[config.mk]
export PLATFORM = sky130hd
export DESIGN_NAME = ashift_seq_32bit
export DESIGN_NICKNAME = d
export VERILOG_FILES = /design/src/rtl/ashift_pkg.sv /design/src/rtl/ashift_step.sv /design/src/rtl/ashift_seq_32bit.sv
export SDC_FILE = /design/constraint.sdc
export NUM_CORES = 1
export LEC_CHECK = 0
export BUFFER_PORTS_ARGS = -buffer_cell sky130_fd_sc_hd__buf_4
export CAP_MARGIN = 30
export CORE_ASPECT_RATIO = 1.1
export CORE_MARGIN = 5
export CORE_UTILIZATION = 40
export DETAILED_ROUTE_END_ITERATION = 6
export GPL_TIMING_DRIVEN = 0
export PLACE_DENSITY = 0.7
export SYNTH_ARGS = -nofsm -noshare
export SYNTH_HDL_FRONTEND = slang
export SYNTH_SLANG_ARGS = --single-unit
[constraint.sdc]
create_clock -name clk -period 1.2 [get_ports clk]
set_input_delay 0.18 -clock clk [delete_from_list [all_inputs] [get_ports clk]]
set_output_delay 0.18 -clock clk [all_outputs]
set_load 0.03 [all_outputs]
[src/rtl/ashift_pkg.sv]
// Shared definitions for the sequential arithmetic/logical shift unit:
// default widths, FSM state encoding and direction codes.
package ashift_pkg;

    localparam int WIDTH = 32;
    localparam int SHW   = 5;

    typedef enum logic [1:0] {
        IDLE  = 2'd0,
        SHIFT = 2'd1,
        HOLD  = 2'd2
    } state_t;

    localparam logic DIR_RIGHT_ARITH = 1'b0;
    localparam logic DIR_LEFT        = 1'b1;

endpackage

[src/rtl/ashift_step.sv]
// One-position shifter: arithmetic right (sign fill) or logical left (zero fill),
// also reporting the bit that falls off the end.
module ashift_step
    import ashift_pkg::*;
#(
    parameter int WIDTH = ashift_pkg::WIDTH
) (
    input  logic [WIDTH-1:0] acc,
    input  logic             dir,
    output logic [WIDTH-1:0] acc_next,
    output logic             bit_out
);

    always_comb begin
        acc_next = {acc[WIDTH-1], acc[WIDTH-1:1]};
        bit_out  = acc[0];
        if (dir == DIR_LEFT) begin
            acc_next = {acc[WIDTH-2:0], 1'b0};
            bit_out  = acc[WIDTH-1];
        end
    end

endmodule

[src/rtl/ashift_seq_32bit.sv]
// Multi-cycle shift unit: accepts an operand over valid/ready, shifts one bit
// per clock, then holds the result and last shifted-out bit until consumed.
module ashift_seq_32bit
    import ashift_pkg::*;
#(
    parameter int WIDTH = ashift_pkg::WIDTH,
    parameter int SHW   = ashift_pkg::SHW
) (
    input  logic             clk,
    input  logic             rst_n,
    input  logic             in_valid,
    output logic             in_ready,
    input  logic [WIDTH-1:0] D,
    input  logic [SHW-1:0]   AMT,
    input  logic             DIR,
    output logic             out_valid,
    input  logic             out_ready,
    output logic [WIDTH-1:0] S,
    output logic             CO
);

    state_t           state, state_next;
    logic [WIDTH-1:0] acc;
    logic [SHW-1:0]   cnt;
    logic             dir_r;
    logic             co;

    logic [WIDTH-1:0] step_acc;
    logic             step_bit;

    ashift_step #(.WIDTH(WIDTH)) u_step (
        .acc      (acc),
        .dir      (dir_r),
        .acc_next (step_acc),
        .bit_out  (step_bit)
    );

    always_comb begin
        state_next = state;
        case (state)
            IDLE:    if (in_valid) state_next = (AMT != '0) ? SHIFT : HOLD;
            SHIFT:   if (cnt == SHW'(1)) state_next = HOLD;
            HOLD:    if (out_ready) state_next = IDLE;
            default: state_next = IDLE;
        endcase
    end

    // Reset clears the datapath too, so an aborted operation never leaves a stale S/CO.
    always_ff @(posedge clk or negedge rst_n) begin
        if (!rst_n) begin
            state <= IDLE;
            acc   <= '0;
            cnt   <= '0;
            dir_r <= DIR_RIGHT_ARITH;
            co    <= 1'b0;
        end else begin
            state <= state_next;
            case (state)
                IDLE: begin
                    if (in_valid) begin
                        acc   <= D;
                        cnt   <= AMT;
                        dir_r <= DIR;
                        co    <= 1'b0;
                    end
                end
                SHIFT: begin
                    acc <= step_acc;
                    co  <= step_bit;
                    cnt <= cnt - SHW'(1);
                end
                default: ;
            endcase
        end
    end

    assign in_ready  = (state == IDLE);
    assign out_valid = (state == HOLD);
    assign S         = acc;
    assign CO        = co;

endmodule

Word level (Yosys, flattened, before mapping)

Cells that the tools add are included.

Flip-flop bits (word level): 41
Output and inout port bits: 35
Word-level logic and storage cells: 34

Add/sub/neg operators: 1
Equality and inequality tests: 7
Muxes and demuxes: 13
Reduce and logical (&&, ||, !) cells: 7

Operators by type and width:

| kind                                                                     | count |
|---|---|
| 32-bit 2-to-1 mux                                                        | 2 |
| 32-bit case mux with 2 select lines                                      | 1 |
| 5-bit case mux with 2 select lines                                       | 1 |
| 2-bit 2-to-1 mux                                                         | 4 |
| 2-bit inequality test (second input constant)                            | 3 |
| 2-bit case mux with 3 select lines                                       | 1 |
| 3-bit AND reduction                                                      | 2 |
| 5-bit by 1-bit == test with 1-bit output (second input constant)         | 1 |
| 5-bit 2-to-1 mux                                                         | 1 |
| 5-bit nonzero test                                                       | 1 |
| 5-bit by 1-bit subtractor with 5-bit output (second input constant)      | 1 |
| 2-bit AND reduction                                                      | 2 |
| 2-bit by 1-bit == test with 1-bit output (second input constant)         | 1 |
| 2-bit == test (second input constant)                                    | 1 |
| 2-bit zero test                                                          | 1 |
| 1-bit 2-to-1 mux                                                         | 2 |
| 2-bit by 1-bit inequality test with 1-bit output (second input constant) | 1 |
| 1-bit case mux with 2 select lines                                       | 1 |
| 2-bit nonzero test                                                       | 1 |

Depth between registers and ports, before layout

Depth in word-level cells: 4
Gate-level depth with buffers: 5
Depth with buffers taken out: 5

Hierarchy

Synthesis repeated with hierarchy kept, for this count alone.

Cell total of the unflattened synthesis: 229
Area, all modules: 2561.2 µm²

Modules (own cells, without submodules):

| module           | instances | cells each | area an instance (µm²) |
|---|---|---|---|
| ashift_seq_32bit | 1         | 192        | 2014.4 |
| ashift_step      | 1         | 37         | 546.8 |

Worst setup path after synthesis

OpenSTA, ideal clock, no wires.

Kind: reg-to-reg
Start point: register state[1]
End point: register state[1]
Library setup time: 0.064 ns
Data arrival time: 1.344 ns
Required time: 1.136 ns
Setup slack: -0.208 ns
Cell stages (with the launch flop): 5
Buffers on the path: 1
Cells stage by stage: dfrtp_1 -> buf_4 -> nor2b_1 -> a22o_1 -> a21o_1

Longest elaborated chain between the ends: 3
Elaborated cells between the ends (all ways): 8
Classes of those cells: 5 x eq/ne; 1 x mux; 2 x reduce/logical

Ends and longest elaborated chain:

| item                                                       | RTL line               | source |
|---|---|---|
| start: declaration                                         | ashift_seq_32bit.sv:22 | `state_t state, state_next;` |
| start signal: assignment                                   | ashift_seq_32bit.sv:57 | `state <= state_next;` |
| 2-bit == test *                                            | -                      |  |
| via out_valid                                              | ashift_seq_32bit.sv:16 | `output logic out_valid,` |
| 2-bit by 1-bit inequality test with 1-bit output (no line) | -                      |  |
| 3-bit AND reduction (no line)                              | -                      |  |

Mark *: on every way through the listed nets, which the timed path passes. The rest lies on a longest branch.
A chain may end at the register's enable or synchronous reset.

Worst setup path after layout

Start point: register state[0]
End point: register acc[29], in the netlist S[29]

Longest elaborated chain between the ends: 3
Elaborated cells between the ends (all ways): 6
Classes of those cells: 2 x eq/ne; 1 x mux; 3 x reduce/logical

Ends and longest elaborated chain:

| item                                                                               | RTL line               | source |
|---|---|---|
| 2-bit by 1-bit == test with 1-bit output / 2-bit zero test (equally long branches) | ashift_seq_32bit.sv:58 | `case (state)` |
| 2-bit nonzero test (no line) / 2-bit inequality test (equally long branches)       | -                      |  |
| 2-bit AND reduction (no line)                                                      | -                      |  |
| end signal: assignment                                                             | ashift_seq_32bit.sv:68 | `acc <= step_acc;` |
| end: declaration                                                                   | ashift_seq_32bit.sv:23 | `logic [WIDTH-1:0] acc;` |

Parallel ways exist; a longest one is shown, timed or not.

==> results.tsv <==
metric	value	unit
final_antenna_net_count	0	
crit_slowest_cell	dfrtp_1	
synth.distinct_cells	32	
internal_power	5730	µW
worstPathMaxFanout	4	
drt-initial-drc-count	115	
netlist_area	2490	µm²
dr.pass1.iters	4	
routed_wl	7.18	mm
io_buffers	76	
netSwitchingFraction	44.3	%
grt_pass1_wl	11.6	mm
final_common_cell	buf_4	
total_power	10300	µW
peakVddDrop	1.23	mV
vias_per_cell	5.49	
synth_compound_area_share	21.8	%
worstPathRequired	1.38	ns
core	6120	µm²
async_flop_share	100	%
fin_nets	376	
synthMuxAreaShare	12.5	%
min_from	DIR	
grt_max_degree	42	
gp_congestion	0.832	
wl_per_cell	17.5	µm
fmax	0.703	GHz
die_area	7900	µm²
clk_pin_slew	0.07	ns
synth_xor_area_share	0	%
remaining_drc_errors	0	
synth_adder_area_share	1.01	%
critical_path.endpoint	S[29]$_DFFE_PN0P_	
post-dp-hpwl	4.79	mm
worstMarginPinSlew	0.530	ns
overflow	0	
postLayoutCellArea	3850	µm²
io-pin-count	77	
worstSetupStartpointType	flip-flop	
antenna_found_initial	0	
die_w	85.2	µm
clk-insertion-delay-late	0.29	ns
regToRegSetupSlack	-0.22	ns
grt_use_total	18.0	%
clock_path_buffers	2	
ys_ff_latch	41	
violations	negative setup slack	
fin_ws	-0.222	ns
seq_area_frac_synth	41.2	%
cp.arrival	1.60	ns
final_cell_mix	83 x buf_4, 41 x dfrtp_1, 31 x o22a_1	
vias	2255	
status	finished with violations	
num_antenna_cells	0	
rows	30	
drv_slew	0	
clock-sinks	41	
rsz0062_at_grt	true	
syn-num-nets	282	
power.share.sequential	26.9	%
drive_gt1_share	53.8	%
dpl_cell_area	3180	µm²
period_share	119	%
slowest_delay	0.40	ns
hold_class	input port to flip-flop	
cts-root-buf	clkbuf_8	
r2r_end	S[29]$_DFFE_PN0P_	
worstPathCellList	buf_6, buf_8, buf_4, buf_16, nor3b_4, a21oi_1, o22a_1	
htreeDepth	2	
synth_edf_count	0	
numCtsBuffers	5	
ys.warnings.count	0	
synthCells	238	
period_needed	1.42	ns
avgSynthCellArea	10.5	µm²
power.leakage	0.00159	µW
critPathKind	flip-flop to flip-flop	
switchingPower	4550	µW
reg2regPathDepth	7	
maxSlewHeadroom	64.6	%
startpoint	state[0]$_DFFE_PN0P_	
setup_viol	40	
areaGrowthSynthToFinish	54.5	%
cap_violations	0	
pwr-share-clk	8.0	%
reg2reg_from	state[0]$_DFFE_PN0P_	
cp-end-kind	flip-flop	
grt_pass1_vias	2368	
yosys.area_share.simple	15.9	%
power.share.combinational	65.1	%
synth_top_family_by_area	compound AO/OA/AOI/OAI gates	
synthFlopType	dfrtp_1	
power_density	2670	nW/µm²
finalSetupTns	-6.41	ns
preCtsSetupSlack	-0.184	ns
finalHoldViolCount	0	
finClkSkew	0.00584	ns
die_h	92.8	µm
cts_tree	yes	
start_util	40.7	%
## kinds of logic (layout without fill, tap and decap cells)
group	Yosys count	count (layout)
AND/OR/NAND/NOR	57	57
AO/OA/AOI/OAI	80	80
flip-flops	41	41
buffers and inverters	27	120
adder cells (fa/ha/maj)	2	2
multiplexers	31	31
## what timing repair did
action | CTS | global route
resized for setup | 60 | 46
endpoints found under the setup margin | 42 | 42
gates cloned | 2 | 0
hold buffers | 1 | 0
pin swaps | 4 | 13
endpoints found under the hold margin | 41 | 0
setup buffers | 8 | 1
## area by class of cell
class / instances / area (µm²)
plain buffers: 23 / 263
multi-input cells: 170 / 1660
clock inverters: 1 / 5.00
flip-flops and latches: 41 / 1030
well taps: 80 / 100
clock buffers: 5 / 68.8
inverters: 4 / 15.0
repair buffers: 87 / 712
fillers: 496 / 2270
## through the flow
step | hold slack [ns] | utilization, % | instances
floorplan | -0.116 | - | 238
CTS | 0.0876 | 59.4 | 411
global route | 0.109 | 62.9 | 411
finish | 0.110 | 62.9 | 411
global placement | 0.199 | 51.9 | 394
detailed placement | 0.198 | 51.9 | 394
## flip-flops by register name, summed over array words and instances (netlist names)
signal / count
S: 32
dir_r: 1
cnt: 5
CO: 1
state: 2
## layer usage
layer / vias up / part of all wire, % / GRT usage, %
li1: 1087 / - / -
met1: 1104 / 44 / 23.8
met2: 58 / 50 / 30.2
met3: 6 / 4.1 / 3.29
met4: 0 / 1.0 / 4.88
met5: - / 0 / 0
## critical path: cells and delay by family, from the launching register on
| kind | cells | cell delay, ns |
|---|---|---|
| buf+inv | 4 | 0.51 |
| flops | 1 | 0.40 |
| compound gates | 2 | 0.23 |
| simple gates | 1 | 0.16 |
## Yosys cell counts, types with 2 or more instances
| library cell | count | area share (%) |
|---|---|---|
| dfrtp_1 | 41 | 41 |
| clkbuf_1 | 2 | 0.30 |
| ha_1 | 2 | 1.0 |
| nand2_1 | 6 | 0.90 |
| buf_2 | 8 | 1.6 |
| o22ai_1 | 3 | 0.75 |
| buf_4 | 5 | 1.5 |
| nor3_1 | 4 | 0.80 |
| o22a_1 | 31 | 11 |
| mux2i_1 | 31 | 12 |
| a21oi_1 | 36 | 7.2 |
| inv_1 | 4 | 0.60 |
| nor3b_1 | 35 | 11 |
| o21ai_0 | 2 | 0.40 |
| buf_6 | 8 | 3.6 |
| nor2b_1 | 2 | 0.50 |
| and3_1 | 3 | 0.75 |
## worst min path at each step
stage	slack (ns)	endpoint	cells past startpoint
floorplan	-0.12	CO$_DFFE_PN0P_	0
global placement	0.20	cnt[3]$_DFFE_PN0P_	1
detailed placement	0.20	cnt[0]$_DFFE_PN0P_	1
CTS	0.09	dir_r$_DFFE_PN0P_	3
global route	0.11	dir_r$_DFFE_PN0P_	3
finish	0.11	dir_r$_DFFE_PN0P_	3
## power by group through the flow
stage	combinational, µW	clock [µW]	sequential (µW)
floorplan	2900	0	3600
global placement	5350	0	2750
detailed placement	5430	0	2770
CTS	6190	866	2740
global route	7170	922	2850
finish	6690	827	2770
No activity file was read; power rests on OpenSTA's default activity.
